### src/rtl/ether_tx_framer.sv
`timescale 1ns/1ps
// -----------------------------------------------------------------------------
// ether_tx_framer
//
// RMII (2-bit, 50 MHz) Ethernet transmit framer. On a start request it emits
// preamble + SFD, the fixed MAC/EtherType header, the payload streamed in on
// axiid, optional zero padding, the CRC-32 FCS, then an enforced idle gap.
//
// Configuration macro:
//   ETHER_TX_PAD_EN  defined   -> payloads shorter than 46 bytes are zero-padded
//                                 up to 46 bytes before the FCS.
//                    undefined -> no padding; PAYLOAD goes straight to FCS.
//
// Ports:
//   clk          in   RMII reference clock, rising edge
//   rst          in   synchronous, active-high reset
//   start        in   single-cycle frame request (sampled in IDLE only)
//   payload_len  in   payload length in bytes, latched on accepted start
//   axiiv        in   payload dibit valid
//   axiid        in   payload dibit, LSB dibit of each byte first
//   data_request out  high in every PAYLOAD cycle (combinational)
//   axiov        out  registered TX_EN
//   axiod        out  registered TXD dibit
//   busy         out  high whenever not IDLE
//   done         out  one-cycle pulse on GAP -> IDLE
//   err          out  one-cycle pulse on payload underrun or rejected start
// -----------------------------------------------------------------------------
module ether_tx_framer #(
    parameter logic [47:0] DEST_MAC    = 48'hFFFF_FFFF_FFFF,
    parameter logic [47:0] SRC_MAC     = 48'h02_00_00_00_00_01,
    parameter logic [15:0] ETHERTYPE   = 16'h0800,
    parameter int          IFG_DIBITS  = 48,
    parameter int          MAX_PAYLOAD = 1500
) (
    input  logic        clk,
    input  logic        rst,
    input  logic        start,
    input  logic [10:0] payload_len,
    input  logic        axiiv,
    input  logic [1:0]  axiid,
    output logic        data_request,
    output logic        axiov,
    output logic [1:0]  axiod,
    output logic        busy,
    output logic        done,
    output logic        err
);

    localparam logic [2:0] IDLE     = 3'd0;
    localparam logic [2:0] PREAMBLE = 3'd1;
    localparam logic [2:0] HEADER   = 3'd2;
    localparam logic [2:0] PAYLOAD  = 3'd3;
    localparam logic [2:0] PAD      = 3'd4;
    localparam logic [2:0] FCS      = 3'd5;
    localparam logic [2:0] GAP      = 3'd6;

    localparam logic [10:0] MAX_LEN  = 11'(MAX_PAYLOAD);
    localparam logic [12:0] IFG_LAST = 13'(IFG_DIBITS - 1);

    // Dibit number idx (0..55) of the 14-byte header, each byte sent LSB dibit first.
    function automatic logic [1:0] hdr_dibit(input logic [5:0] idx);
        logic [111:0] hdr;
        logic [6:0]   sh;
        hdr = {DEST_MAC, SRC_MAC, ETHERTYPE};
        sh  = 7'd104 - {idx[5:2], 3'b000} + {4'b0000, idx[1:0], 1'b0};
        return 2'(hdr >> sh);
    endfunction

    // Reflected CRC-32 (0x04C11DB7 -> 0xEDB88320) advanced by one dibit, bit 0 first.
    function automatic logic [31:0] crc_dibit(input logic [31:0] crc, input logic [1:0] d);
        logic [31:0] c;
        c = crc;
        for (int i = 0; i < 2; i++) begin
            if (c[0] ^ d[i]) begin
                c = (c >> 1) ^ 32'hEDB8_8320;
            end else begin
                c = c >> 1;
            end
        end
        return c;
    endfunction

    logic [2:0]  state_r, state_n;
    logic [12:0] cnt_r, cnt_n;
    logic [12:0] len_dibits_r;
    logic [31:0] crc_r, crc_n;
    logic [31:0] fcs_s;
    logic        axiov_r, busy_r, done_r, err_r;
    logic [1:0]  axiod_r;
    logic        tx_valid_s, done_s, err_s, accept_s;
    logic [1:0]  tx_dibit_s;
    logic [2:0]  after_payload_s;

`ifdef ETHER_TX_PAD_EN
    logic [12:0] pad_dibits_r;
    logic [12:0] pad_dibits_s;

    // Number of zero-pad dibits needed to bring a short payload up to 46 bytes.
    always_comb begin
        if (payload_len < 11'd46) begin
            pad_dibits_s = {(11'd46 - payload_len), 2'b00};
        end else begin
            pad_dibits_s = 13'd0;
        end
    end

    assign after_payload_s = (pad_dibits_r != 13'd0) ? PAD : FCS;
`else
    assign after_payload_s = FCS;
`endif

    assign fcs_s        = ~crc_r;
    assign data_request = (state_r == PAYLOAD);
    assign axiov        = axiov_r;
    assign axiod        = axiod_r;
    assign busy         = busy_r;
    assign done         = done_r;
    assign err          = err_r;

    // Next-state, per-cycle dibit selection and CRC update.
    always_comb begin
        state_n    = state_r;
        cnt_n      = cnt_r + 13'd1;
        crc_n      = crc_r;
        tx_valid_s = 1'b0;
        tx_dibit_s = 2'b00;
        done_s     = 1'b0;
        err_s      = 1'b0;
        accept_s   = 1'b0;
        case (state_r)
            IDLE: begin
                cnt_n = 13'd0;
                if (start) begin
                    if (payload_len > MAX_LEN) begin
                        err_s = 1'b1;
                    end else begin
                        accept_s = 1'b1;
                        state_n  = PREAMBLE;
                        crc_n    = 32'hFFFF_FFFF;
                    end
                end else begin
                    state_n = IDLE;
                end
            end
            PREAMBLE: begin
                tx_valid_s = 1'b1;
                // 31 dibits of 01, then the SFD's final 11 dibit.
                if (cnt_r == 13'd31) begin
                    tx_dibit_s = 2'b11;
                    state_n    = HEADER;
                    cnt_n      = 13'd0;
                end else begin
                    tx_dibit_s = 2'b01;
                end
            end
            HEADER: begin
                tx_valid_s = 1'b1;
                tx_dibit_s = hdr_dibit(cnt_r[5:0]);
                crc_n      = crc_dibit(crc_r, hdr_dibit(cnt_r[5:0]));
                if (cnt_r == 13'd55) begin
                    cnt_n   = 13'd0;
                    state_n = (len_dibits_r == 13'd0) ? after_payload_s : PAYLOAD;
                end else begin
                    state_n = HEADER;
                end
            end
            PAYLOAD: begin
                if (axiiv) begin
                    tx_valid_s = 1'b1;
                    tx_dibit_s = axiid;
                    crc_n      = crc_dibit(crc_r, axiid);
                    if (cnt_r == len_dibits_r - 13'd1) begin
                        cnt_n   = 13'd0;
                        state_n = after_payload_s;
                    end else begin
                        state_n = PAYLOAD;
                    end
                end else begin
                    // Underrun: abandon the frame, no FCS, straight to the gap.
                    err_s   = 1'b1;
                    cnt_n   = 13'd0;
                    state_n = GAP;
                end
            end
            PAD: begin
`ifdef ETHER_TX_PAD_EN
                tx_valid_s = 1'b1;
                tx_dibit_s = 2'b00;
                crc_n      = crc_dibit(crc_r, 2'b00);
                if (cnt_r == pad_dibits_r - 13'd1) begin
                    cnt_n   = 13'd0;
                    state_n = FCS;
                end else begin
                    state_n = PAD;
                end
`else
                cnt_n   = 13'd0;
                state_n = IDLE;
`endif
            end
            FCS: begin
                tx_valid_s = 1'b1;
                tx_dibit_s = 2'(fcs_s >> {cnt_r[3:0], 1'b0});
                if (cnt_r == 13'd15) begin
                    cnt_n   = 13'd0;
                    state_n = GAP;
                end else begin
                    state_n = FCS;
                end
            end
            GAP: begin
                if (cnt_r == IFG_LAST) begin
                    cnt_n   = 13'd0;
                    done_s  = 1'b1;
                    state_n = IDLE;
                end else begin
                    state_n = GAP;
                end
            end
            default: begin
                cnt_n   = 13'd0;
                state_n = IDLE;
            end
        endcase
    end

    // State, counters, CRC and registered outputs.
    always_ff @(posedge clk) begin
        if (rst) begin
            state_r      <= IDLE;
            cnt_r        <= 13'd0;
            len_dibits_r <= 13'd0;
            crc_r        <= 32'h0000_0000;
            axiov_r      <= 1'b0;
            axiod_r      <= 2'b00;
            busy_r       <= 1'b0;
            done_r       <= 1'b0;
            err_r        <= 1'b0;
        end else begin
            state_r <= state_n;
            cnt_r   <= cnt_n;
            crc_r   <= crc_n;
            axiov_r <= tx_valid_s;
            axiod_r <= tx_valid_s ? tx_dibit_s : 2'b00;
            busy_r  <= (state_n != IDLE);
            done_r  <= done_s;
            err_r   <= err_s;
            if (accept_s) begin
                len_dibits_r <= {payload_len, 2'b00};
            end else begin
                len_dibits_r <= len_dibits_r;
            end
        end
    end

`ifdef ETHER_TX_PAD_EN
    // Pad length is fixed when the frame is accepted.
    always_ff @(posedge clk) begin
        if (rst) begin
            pad_dibits_r <= 13'd0;
        end else if (accept_s) begin
            pad_dibits_r <= pad_dibits_s;
        end else begin
            pad_dibits_r <= pad_dibits_r;
        end
    end
`endif

endmodule

### config.mk
export PLATFORM = sky130hd
export DESIGN_NAME = ether_tx_framer
export DESIGN_NICKNAME = d
export VERILOG_FILES = /design/src/rtl/ether_tx_framer.sv
export SDC_FILE = /design/constraint.sdc
export NUM_CORES = 1
export LEC_CHECK = 0
export ABC_AREA = 1
export CAP_MARGIN = 20
export CORE_ASPECT_RATIO = 1.75
export CORE_UTILIZATION = 50
export DETAILED_ROUTE_END_ITERATION = 12
export GPL_TIMING_DRIVEN = 1
export HOLD_SLACK_MARGIN = 0.08
export MAX_ROUTING_LAYER = met4
export PLACE_DENSITY_LB_ADDON = 0.05
export RECOVER_POWER = 100
export REMOVE_ABC_BUFFERS = 1
export SETUP_SLACK_MARGIN = 0.4
export SLEW_MARGIN = 20
export SYNTH_ARGS = -nofsm -noshare
export SYNTH_HDL_FRONTEND = slang
export SYNTH_SLANG_ARGS = --single-unit
### constraint.sdc
create_clock -name clk -period 3.6 [get_ports clk]
set_input_delay 0.54 -clock clk [delete_from_list [all_inputs] [get_ports clk]]
set_output_delay 0.54 -clock clk [all_outputs]
set_load 0.05 [all_outputs]
==> results by group <==
Hold path
  – Hold path depth: 2
  – Worst Hold End: crc_r[2]$_SDFFE_PP0P_
  – Hold WC Path Type: flip-flop to flip-flop
  – Hold wc startpoint: crc_r[2]$_SDFFE_PP0P_

Yosys
  – Sequential area share after synthesis: 28.6%
  – Synth Area in Simple Gates: between 30% and 40%
  – Complex-gate fraction of the synthesized area: ~18%
  – Syn Inst Count: between 700 and 800
  – Yosys cell types: 43
  – Synthesized area: 4560 µm²
  – Mux cell area share after synthesis: 0%
  – Main combinational cell family by area after synthesis: simple AND/OR/NAND/NOR gates
  – FF+latch count, synth: 65
  – Syn_area_per_cell: around 6.2 µm²
  – Synth Area in Adders: 1.92%
  – Post-synthesis xor/xnor area fraction: 3.46%
  – Yosys warns: 0

Placed design
  – HPWL reported at the end of detailed placement: 10300 µm
  – Port bufs: 23
  – Setup slack after placement: 0.803 ns
  – Placed Cells: roughly 850
  – GP Congestion: 0.926

Setup path
  – Critical path's largest stage delay: 0.67 ns
  – Crit Reg-Reg Startpoint: cnt_r[1]$_SDFF_PP0_
  – Register-to-Register Path Depth: 9
  – Critical path capture point type: flip-flop
  – CP top delay family: simple AND/OR/NAND/NOR gates
  – Crit path buf inv count: 0
  – Flop2flop setup slack: about 0.67 ns
  – Worst EP required: roughly 3.8 ns
  – CP cell instances: ha_1, nand2_1, nor2_1, nand3_1, and2_0, nor3_1, nand3_1, nand2_1, nor2_1
  – Setup crit start kind: flip-flop
  – Crit Reg-Reg Endpoint: cnt_r[11]$_SDFF_PP0_
  – Worst Path Max Fanout: 14
  – Critical path class: flip-flop to flip-flop
  – Arr. time, crit path: 3.17 ns
  – Critical-path top delay cell: dfxtp_1

Routing
  – WL/cell: between 15 and 20 µm
  – Final WL: 13800 µm
  – Drc violations: 0
  – DR iter-0 viols: 463
  – Via/cell ratio: 5.49
  – Antenna-violating nets left: 0
  – Via count: around 4800
  – Drt pass-1 iters: 5

Clock tree
  – Post_cts resized: 0
  – CTS tree: done
  – Worst-skew pair later-pin latency: 0.34 ns
  – CTS Root Cell: clkbuf_16
  – Hold buffers post-CTS: 0
  – H-tree Lvls: 3
  – CTS clock-pin slew for the worst setup and hold paths: 0.06 ns
  – Clk sinks: 65
  – Post-CTS setup buffer count: 0
  – CTS Buffer Depth: 2
  – Cts bufs inserted: 9

Floorplanning
  – Die Y-Extent: 128 µm
  – Starting Density: between 50% and 60%
  – Num rows: 45
  – Ports: 24
  – Die area: approximately 9500 µm²
  – Die span in x: around 74 µm
  – CORE AREA: 8780 µm²

STA
  – Rel. slew slack: 40.9%
  – Period utilization: 81.5%
  – Setup violators final: 0
  – Layout Skew: 0.00528 ns
  – Post-Route Setup TNS: 0 ns
  – Unrepaired setup endpoints after global routing: false
  – Tmin final: between 2 and 3 ns
  – Worst slew pin tran: 0.887 ns
  – Max Freq: between 300 and 400 MHz
  – Worst hold slack: between 0.4 and 0.5 ns
  – Slew Viols, Final: 0
  – Final Hold Viols: 0
  – Final WS setup: ~0.67 ns

Power
  – Power Density: between 400 and 500 nW/µm²
  – Leakage power: 0.00226 µW
  – Worst vdd ir: 0.257 mV

Final layout
  – Layout Cells excl Fill: around 870
  – Fill cells: 917
  – N_diodes: 0
  – Layout Nets: 769
  – Fin util: about 58%
  – Share of cells above drive strength 1: 10.3%
  – Area grow syn2layout: 11.4%

Flow run
  – Max-Cap Viols: 0

Status
  – Outcome: complete, no violations

GRT
  – Top Usage Layer GRT: met2
  – GRT Total Usage: 31.9%
  – GRT met1 Usage: about 29%
  – Initial antenna violation count: 0
  – Total gr overflow: 0
  – Vias in the first global route: 4652
  – First-pass GRT wire length: 22000 µm
  – Largest net degree at the start of global routing: 45
  – Met2 GRT Util: around 62%
  – Met3 Track Usage GR: 5.19%
worst min-delay path, stage by stage (launching register included):
cell and delay (ns):
dfxtp_1 0.31, inv_1 0.06, a21oi_1 0.06
Yosys cell counts, drive strengths merged:
| cell | count | area (µm²) |
|---|---|---|
| nand3 | 67 | 345 |
| a31oi | 2 | 12.5 |
| clkinv | 1 | 3.75 |
| nand2 | 179 | 719 |
| a21oi | 72 | 360 |
| o21a | 1 | 7.51 |
| nor4 | 1 | 6.26 |
| nand4 | 7 | 50.1 |
| and2 | 1 | 8.76 |
| o22ai | 1 | 6.26 |
| inv | 95 | 357 |
| nor3b | 3 | 27.5 |
| a221oi | 1 | 8.76 |
| buf | 16 | 104 |
| or2 | 2 | 12.5 |
| o21ai | 73 | 369 |
| xor2 | 16 | 140 |
| nor3 | 11 | 92.6 |
| ha | 7 | 87.6 |
| a41oi | 1 | 8.76 |
| clkbuf | 12 | 46.3 |
| xnor2 | 2 | 17.5 |
| dfxtp | 65 | 1300 |
| o211ai | 7 | 52.6 |
| nor2 | 85 | 382 |
| nand3b | 3 | 22.5 |
| a211oi | 1 | 7.51 |
cell usage in the layout, fill, tap and decap left out, types with 2 or more instances in the layout:
cell,synthesis,layout
nand2_1,162,166
inv_1,65,73
a21oi_1,72,72
nor2_1,70,71
nand3_1,65,67
o21ai_0,65,66
dfxtp_1,65,65
inv_2,30,21
xor2_1,16,16
clkdlybuf4s50_1,0,14
nand2_2,16,13
nor2_2,10,10
clkbuf_16,0,9
dlygate4sd3_1,0,9
nor3_1,6,7
o211ai_1,7,7
o21ai_1,7,7
ha_1,7,7
nand4_1,6,6
buf_4,3,5
nor2_4,5,4
clkinv_2,0,4
nand3b_1,3,3
nor3_2,3,3
a31oi_1,2,2
nor3b_1,2,2
or2_2,2,2
xnor2_1,2,2
clkinv_1,1,2
clkbuf_1,11,2
worst max path at each step:
stage / start / end / slack (ns) / depth (start not counted)
finish: cnt_r[1]$_SDFF_PP0_ / cnt_r[11]$_SDFF_PP0_ / 0.67 / 9
global route: payload_len[10] / busy$_SDFF_PP0_ / 0.35 / 13
CTS: cnt_r[1]$_SDFF_PP0_ / crc_r[23]$_SDFFE_PP0P_ / 0.90 / 15
detailed placement: payload_len[7] / crc_r[23]$_SDFFE_PP0P_ / 0.80 / 11
global placement: payload_len[7] / crc_r[29]$_SDFFE_PP0P_ / 0.87 / 11
floorplan: payload_len[10] / crc_r[20]$_SDFFE_PP0P_ / 1.28 / 10
layer usage:
layer	wire length (µm)	up-vias	share of wire (%)
met4	435	0	3.2
met5	0	-	0
li1	-	2407	-
met3	425	33	3.1
met1	4980	2197	36
met2	7910	121	58
kinds of logic (layout without fill, tap and decap cells):
kind of cell	count (synthesis)	in the layout
adder cells (fa/ha/maj)	7	7
buffers and inverters	124	142
AO/OA/AOI/OAI	159	159
flip-flops	65	65
AND/OR/NAND/NOR	359	359
XOR/XNOR	18	18
power by group:
part | internal, µW | switching [µW]
Combinational | 125 | 262
Clock | 549 | 333
Sequential | 769 | 48.6
Total | 1440 | 644
registers in the layout, indices dropped and copies added (netlist names):
name,cells
crc_r,32
done,1
len_dibits_r,11
axiov,1
err,1
busy,1
cnt_r,13
axiod,2
state_r,3
through the flow:
| stage | instance area, µm² | total power, µW |
|---|---|---|
| after floorplan | 4410 | 1090 |
| after global placement | 4840 | 1210 |
| after detailed placement | 4840 | 1220 |
| after CTS | 5130 | 2090 |
| after global routing | 5070 | 2160 |
| final | 5070 | 2090 |
cell type report:
class                           count  area (µm²)  area share [%]
Multi-Input combinational cell    543        2700            53.1
Sequential cell                    65        1300            25.6
Inverter                           96         360            7.10
Timing Repair Buffer               30         275            5.42
Clock buffer                       10         239            4.71
Tap cell                          117         146            2.88
Clock inverter                      6        57.6            1.13
Power figures use the tool's default switching activity.
